File: config.mk
export PLATFORM = sky130hd
export DESIGN_NAME = dtc_vote_accum
export DESIGN_NICKNAME = d
export VERILOG_FILES = /design/src/rtl/dtc_pkg.sv /design/src/rtl/dtc_argmax_scan.sv /design/src/rtl/dtc_vote_accum.sv
export SDC_FILE = /design/constraint.sdc
export NUM_CORES = 1
export LEC_CHECK = 0
export ABC_CLOCK_PERIOD_IN_PS = 3800
export BUFFER_PORTS_ARGS = -buffer_cell sky130_fd_sc_hd__buf_2
export CORE_MARGIN = 3
export CORE_UTILIZATION = 31
export CTS_CLUSTER_SIZE = 10
export DETAILED_ROUTE_END_ITERATION = 10
export SYNTH_ARGS = -nofsm -noshare
export SYNTH_HDL_FRONTEND = slang
export SYNTH_HIERARCHICAL = 1
export SYNTH_SLANG_ARGS = --single-unit
File: constraint.sdc
create_clock -name clk -period 3.8 [get_ports clk]
set_input_delay 0 -clock clk [delete_from_list [all_inputs] [get_ports clk]]
set_output_delay 0 -clock clk [all_outputs]
set_load 0.05 [all_outputs]
File: src/rtl/dtc_pkg.sv
`default_nettype none
// ============================================================================
//  Module   : dtc_pkg
//  Purpose  : Shared types and constants for the decision-tree classifier
//             family and its downstream voting stage.
//  Contents : DTC_OUT_W   - label vector width of the classifiers
//             DTC_IDX_W   - width of a label index (covers DTC_OUT_W labels)
//             dtc_label_t - one classifier label vector
//             dtc_vote_state_t - voting stage states (ACCUM, SCAN, HOLD)
//  Revision : 1.0 - initial release
// ============================================================================
package dtc_pkg;

    localparam int DTC_OUT_W = 18;
    localparam int DTC_IDX_W = 5;

    typedef logic [DTC_OUT_W-1:0] dtc_label_t;

    typedef enum logic [1:0] {
        ACCUM = 2'd0,
        SCAN  = 2'd1,
        HOLD  = 2'd2
    } dtc_vote_state_t;

endpackage : dtc_pkg
`default_nettype wire

File: src/rtl/dtc_argmax_scan.sv
`default_nettype none
// ============================================================================
//  Module   : dtc_argmax_scan
//  Purpose  : Serial argmax over a vote-count array, one index per cycle.
//             A label replaces the running best only when its count is
//             strictly greater, so ties resolve to the lowest index and an
//             all-zero array yields index 0 / count 0.
//  Ports    : clk, rst_n  - clock, asynchronous active-low reset
//             start       - pulse: begin a scan on the next cycle
//             cnt_arr     - per-label vote counts (held stable while scanning)
//             done        - high during the last scan cycle
//             idx, cnt    - best index/count including the current index;
//                           final result when done is high
//  Revision : 1.0 - initial release
// ============================================================================
module dtc_argmax_scan
    import dtc_pkg::*;
#(
    parameter int OUT_W = DTC_OUT_W,
    parameter int CNT_W = 4
) (
    input  logic                 clk,
    input  logic                 rst_n,
    input  logic                 start,
    input  logic [CNT_W-1:0]     cnt_arr [OUT_W],
    output logic                 done,
    output logic [DTC_IDX_W-1:0] idx,
    output logic [CNT_W-1:0]     cnt
);

    localparam logic [DTC_IDX_W-1:0] c_last = DTC_IDX_W'(OUT_W - 1);

    logic                 r_busy;
    logic [DTC_IDX_W-1:0] r_j;
    logic [DTC_IDX_W-1:0] r_best_idx;
    logic [CNT_W-1:0]     r_best_cnt;

    logic [CNT_W-1:0]     w_cur;
    logic                 w_take;

    // The result including index r_j is exposed combinationally so the
    // caller can capture it on the same edge that ends the scan.
    always_comb begin
        w_cur  = cnt_arr[r_j];
        w_take = r_busy && (w_cur > r_best_cnt);
        idx    = w_take ? r_j   : r_best_idx;
        cnt    = w_take ? w_cur : r_best_cnt;
        done   = r_busy && (r_j == c_last);
    end

    always_ff @(posedge clk or negedge rst_n) begin
        if (!rst_n) begin
            r_busy     <= 1'b0;
            r_j        <= '0;
            r_best_idx <= '0;
            r_best_cnt <= '0;
        end else if (start) begin
            r_busy     <= 1'b1;
            r_j        <= '0;
            r_best_idx <= '0;
            r_best_cnt <= '0;
        end else if (r_busy) begin
            r_best_idx <= idx;
            r_best_cnt <= cnt;
            if (done) begin
                r_busy <= 1'b0;
            end else begin
                r_j <= r_j + 1'b1;
            end
        end
    end

endmodule : dtc_argmax_scan
`default_nettype wire

File: src/rtl/dtc_vote_accum.sv
`default_nettype none
// ============================================================================
//  Module   : dtc_vote_accum
//  Purpose  : Temporal / ensemble voting stage for classifier label vectors.
//             Accumulates per-bit vote counts over a window of WIN samples
//             (or fewer on flush), then reports the per-bit majority vector
//             and the most-voted label with its count.
//  Ports    : clk, rst_n            - clock, asynchronous active-low reset
//             s_valid/s_ready/s_vec - label vector input stream
//             flush                 - close the current window early (ACCUM)
//             m_valid/m_ready       - result handshake
//             m_vec                 - majority vector, bit i = (2*cnt[i] > n)
//             m_top_idx, m_top_cnt  - most-voted label (lowest index on ties)
//             m_n                   - samples in the closed window
//  Revision : 1.0 - initial release
// ============================================================================
module dtc_vote_accum
    import dtc_pkg::*;
#(
    parameter int OUT_W = DTC_OUT_W,
    parameter int WIN   = 8,
    parameter int CNT_W = $clog2(WIN + 1)
) (
    input  logic                 clk,
    input  logic                 rst_n,
    input  logic                 s_valid,
    output logic                 s_ready,
    input  logic [OUT_W-1:0]     s_vec,
    input  logic                 flush,
    output logic                 m_valid,
    input  logic                 m_ready,
    output logic [OUT_W-1:0]     m_vec,
    output logic [DTC_IDX_W-1:0] m_top_idx,
    output logic [CNT_W-1:0]     m_top_cnt,
    output logic [CNT_W-1:0]     m_n
);

    localparam logic [CNT_W-1:0] c_win = CNT_W'(WIN);

    dtc_vote_state_t      r_state;
    logic [CNT_W-1:0]     r_cnt [OUT_W];
    logic [CNT_W-1:0]     r_n;

    logic                 r_m_valid;
    logic [OUT_W-1:0]     r_m_vec;
    logic [DTC_IDX_W-1:0] r_m_top_idx;
    logic [CNT_W-1:0]     r_m_top_cnt;
    logic [CNT_W-1:0]     r_m_n;

    logic                 w_accept;
    logic                 w_close;
    logic                 w_release;
    logic [CNT_W-1:0]     w_cnt_nxt [OUT_W];
    logic [CNT_W-1:0]     w_n_nxt;
    logic [OUT_W-1:0]     w_maj;

    logic                 w_scan_done;
    logic [DTC_IDX_W-1:0] w_scan_idx;
    logic [CNT_W-1:0]     w_scan_cnt;

    assign s_ready   = (r_state == ACCUM);
    assign w_accept  = s_ready && s_valid;
    assign w_release = (r_state == HOLD) && m_ready;

    // Counts after any accept in this cycle. The majority vector is taken
    // from these so a sample accepted together with flush is included.
    always_comb begin
        w_n_nxt = r_n + CNT_W'(w_accept);
        for (int i = 0; i < OUT_W; i++) begin
            w_cnt_nxt[i] = r_cnt[i] + CNT_W'(w_accept & s_vec[i]);
            w_maj[i]     = {w_cnt_nxt[i], 1'b0} > {1'b0, w_n_nxt};
        end
    end

    // A flush on an empty window with no accept is a no-op.
    assign w_close = s_ready &&
                     ((w_accept && (w_n_nxt == c_win)) ||
                      (flush && (w_n_nxt != '0)));

    always_ff @(posedge clk or negedge rst_n) begin
        if (!rst_n) begin
            r_n <= '0;
            for (int i = 0; i < OUT_W; i++) begin
                r_cnt[i] <= '0;
            end
        end else if (w_release) begin
            r_n <= '0;
            for (int i = 0; i < OUT_W; i++) begin
                r_cnt[i] <= '0;
            end
        end else if (w_accept) begin
            r_n   <= w_n_nxt;
            r_cnt <= w_cnt_nxt;
        end
    end

    // The scanner reads r_cnt, which stays frozen from window close until
    // the result is released.
    dtc_argmax_scan #(
        .OUT_W (OUT_W),
        .CNT_W (CNT_W)
    ) u_argmax (
        .clk     (clk),
        .rst_n   (rst_n),
        .start   (w_close),
        .cnt_arr (r_cnt),
        .done    (w_scan_done),
        .idx     (w_scan_idx),
        .cnt     (w_scan_cnt)
    );

    always_ff @(posedge clk or negedge rst_n) begin
        if (!rst_n) begin
            r_state     <= ACCUM;
            r_m_valid   <= 1'b0;
            r_m_vec     <= '0;
            r_m_top_idx <= '0;
            r_m_top_cnt <= '0;
            r_m_n       <= '0;
        end else begin
            case (r_state)
                ACCUM: begin
                    if (w_close) begin
                        r_state <= SCAN;
                        r_m_vec <= w_maj;
                        r_m_n   <= w_n_nxt;
                    end
                end
                SCAN: begin
                    if (w_scan_done) begin
                        r_state     <= HOLD;
                        r_m_valid   <= 1'b1;
                        r_m_top_idx <= w_scan_idx;
                        r_m_top_cnt <= w_scan_cnt;
                    end
                end
                HOLD: begin
                    if (m_ready) begin
                        r_state   <= ACCUM;
                        r_m_valid <= 1'b0;
                    end
                end
                default: begin
                    r_state   <= ACCUM;
                    r_m_valid <= 1'b0;
                end
            endcase
        end
    end

    assign m_valid   = r_m_valid;
    assign m_vec     = r_m_vec;
    assign m_top_idx = r_m_top_idx;
    assign m_top_cnt = r_m_top_cnt;
    assign m_n       = r_m_n;

endmodule : dtc_vote_accum
`default_nettype wire

==> reports/qor.csv <==
metric,value,unit
static leakage,4.04,nW
hold_sp,s_vec[10],
reg-to-reg endpoint,m_top_cnt[2],
worst path required time,4100,ps
fin crit share,90.6,%
PD cells,874,nW/um2
area added between synthesis and finish,16.8,%
sequential fraction of the synthesis area,42.5,%
clock buffer depth,2,
final hold violation count,0,
all-layer global routing usage,15.3,%
normalized max-slew margin,51.7,%
Multi-input gate area,3920,um2
Setup Crit Path Kind,reg -> reg,
"commonest non-fill, non-tap cells in the layout","dfrtp_1 (124), ha_1 (62), o21ai_0 (59)",
Die H,160,um
Yosys reg bits,125,
cells after synthesis,709,
Core ar.,23000,um2
CP Capture Type,flip-flop,
"commonest non-fill, non-tap cell in the layout",dfrtp_1,
die area,25700,um2
# IOs,56,
largest net degree at the start of global routing,59,
hold slack final,56.7,ps
HPWL after DPL,12900,um
Non-Filler Instances,1083,
DR iter-0 viols,445,
Post-synth ARST share,100,%
die width,160,um
RSZ-0062 raised after global routing,no,
Ys Warns,6,
count of different cell masters after synthesis,50,
final setup fails,0,
slew of the pin with the lowest slew margin,725,ps
Clock Skews,9.09,ps
R2R cell count,11,
# rows,55,
Placer Congestion,0.826,
flop2flop setup slack,360,ps
nature of the critical path startpoint,flip-flop,
largest fanout on the critical path,20,
reg2reg start,u_argmax/r_j[0],
DRC,0,
Clock Sink Count,125,
initial core utilization,32.1,%
vias,5568,
Fin Setup TNS,0,ps
max cap viols,0,
syn nets,794,
later-pin clock latency in the skew report,420,ps
via-per-instance ratio,5.14,
clock edge transition at the registers on the reported setup and hold paths,60,ps
total power,0.00752,W
Peak Freq,290,MHz
vias in the first global route,5474,
CTS Buf Count,17,
DP Cell Count,1049,
FF/Latch Area,3130,um2
Routed Antenna Nets,0,
gr ovfl total,0,
"EDFF count, synth",0,
Fillers,2315,
Antenna Cells,0,
CTS tree,built,
Routed WL,18900,um
Final Max Tran Viols,0,
syn avg cell area,10.4,um2
Worst Hold Path EP,r_cnt[28],
Pre-antenna DRT Iters,4,
Routed wire per std cell,17.5,um
share of cells above drive strength 1,18.2,%
nets@finish,842,
maximum VDD drop,0.327,mV
Netlist Area Pre-Place,7370,um2
initial antenna violation count,1,
Hold Crit Depth,4,
first-pass GRT wire length,31400,um
root buffer cell,clkbuf_16,
postcts setup bufs,0,
Layout Utilization,37.4,%
CP Data Arrival Time,3740,ps
IO Port Bufs,55,
Main synth FF type,dfrtp_1,
htree depth,4,
status,"complete, no violations",
hold crit path type,in -> reg,
Final min period,3440,ps
==> worst max-delay path by stage <==
stage | startpoint | endpoint | cells past startpoint
after floorplan | r_state[1] | m_vec[1] | 14
after global placement | u_argmax/r_j[0] | m_top_cnt[3] | 11
after detailed placement | u_argmax/r_j[0] | m_top_cnt[0] | 11
after CTS | u_argmax/r_j[0] | m_top_cnt[0] | 11
after global routing | u_argmax/r_j[0] | m_top_cnt[0] | 11
final | u_argmax/r_j[0] | m_top_cnt[2] | 11
==> per-layer routing <==
layer  track usage (%)  vias up  routed length (um)
met5                 0        -                   7
met4              5.84        2                 429
met3              3.24       34                 660
met2              23.3      114                8580
met1              21.5     2742                9250
li1                  -     2676                   -
==> worst max-delay path, cell delays in order (launching register included) <==
cell,delay [ps]
dfrtp_4,590
buf_4,370
mux2i_1,260
a22oi_1,120
a31oi_1,310
nand2_1,100
ha_1,320
and4b_1,210
a211o_1,420
a21oi_1,260
a21oi_1,70
mux2_2,270
==> where the power goes <==
part / total, W / switching, W / internal, W
clock: 0.00173 / 0.000580 / 0.00115
sequential: 0.00223 / 0.000471 / 0.00176
combinational: 0.00356 / 0.00218 / 0.00138
total: 0.00752 / 0.00323 / 0.00429
==> cell families after synthesis <==
family | count (synthesis) | share of synthesized area, %
buf+inv | 71 | 4.48
compound gates | 180 | 16.6
mux | 40 | 7.03
fa+ha+maj | 84 | 13.5
flops | 125 | 42.5
simple gates | 165 | 10.7
xor+xnor | 44 | 5.23
==> cells in the mapped netlist, types with 24 or more instances <==
library cell    n  area [um2]
a21oi_1        30         150
a22o_1         32         280
a31oi_1        24         150
clkbuf_1       24        90.1
dfrtp_1       125        3130
ha_1           62         776
inv_1          28         105
nand2_1        58         218
nand3_1        25         125
nor2_1         37         139
o21ai_0        59         295
xor2_1         24         210
==> per-stage QoR <==
stage / cell area, um2 / worst slack (ps)
finish: 8600 / 358
global route: 8600 / 66.5
CTS: 8600 / 269
detailed placement: 7960 / 286
global placement: 7960 / 432
floorplan: 7370 / 164
==> registers in the layout, summed over array words and instances (netlist names) <==
register and flops:
m_valid 1, r_state 2, m_top_cnt 4, m_n 4, u_argmax/r_best_cnt 4, u_argmax/r_busy 1
m_vec 18, u_argmax/r_j 5, r_cnt 72, m_top_idx 5, r_n 4, u_argmax/r_best_idx 5
==> layout make-up <==
class	count	share of cell area, %
clock buffer	25	5.64
clock inverter	7	1.57
inverter	29	1.27
multi-input combinational	513	45.6
sequential	125	36.4
tap	313	4.55
timing repair buffer	71	4.97
==> repair_timing <==
action,CTS,global route
hold endpoints to repair,47,0
resized for setup,0,1
endpoints found under the setup margin,0,3
hold buffers,2,0
(Power assumes the default switching activity.)
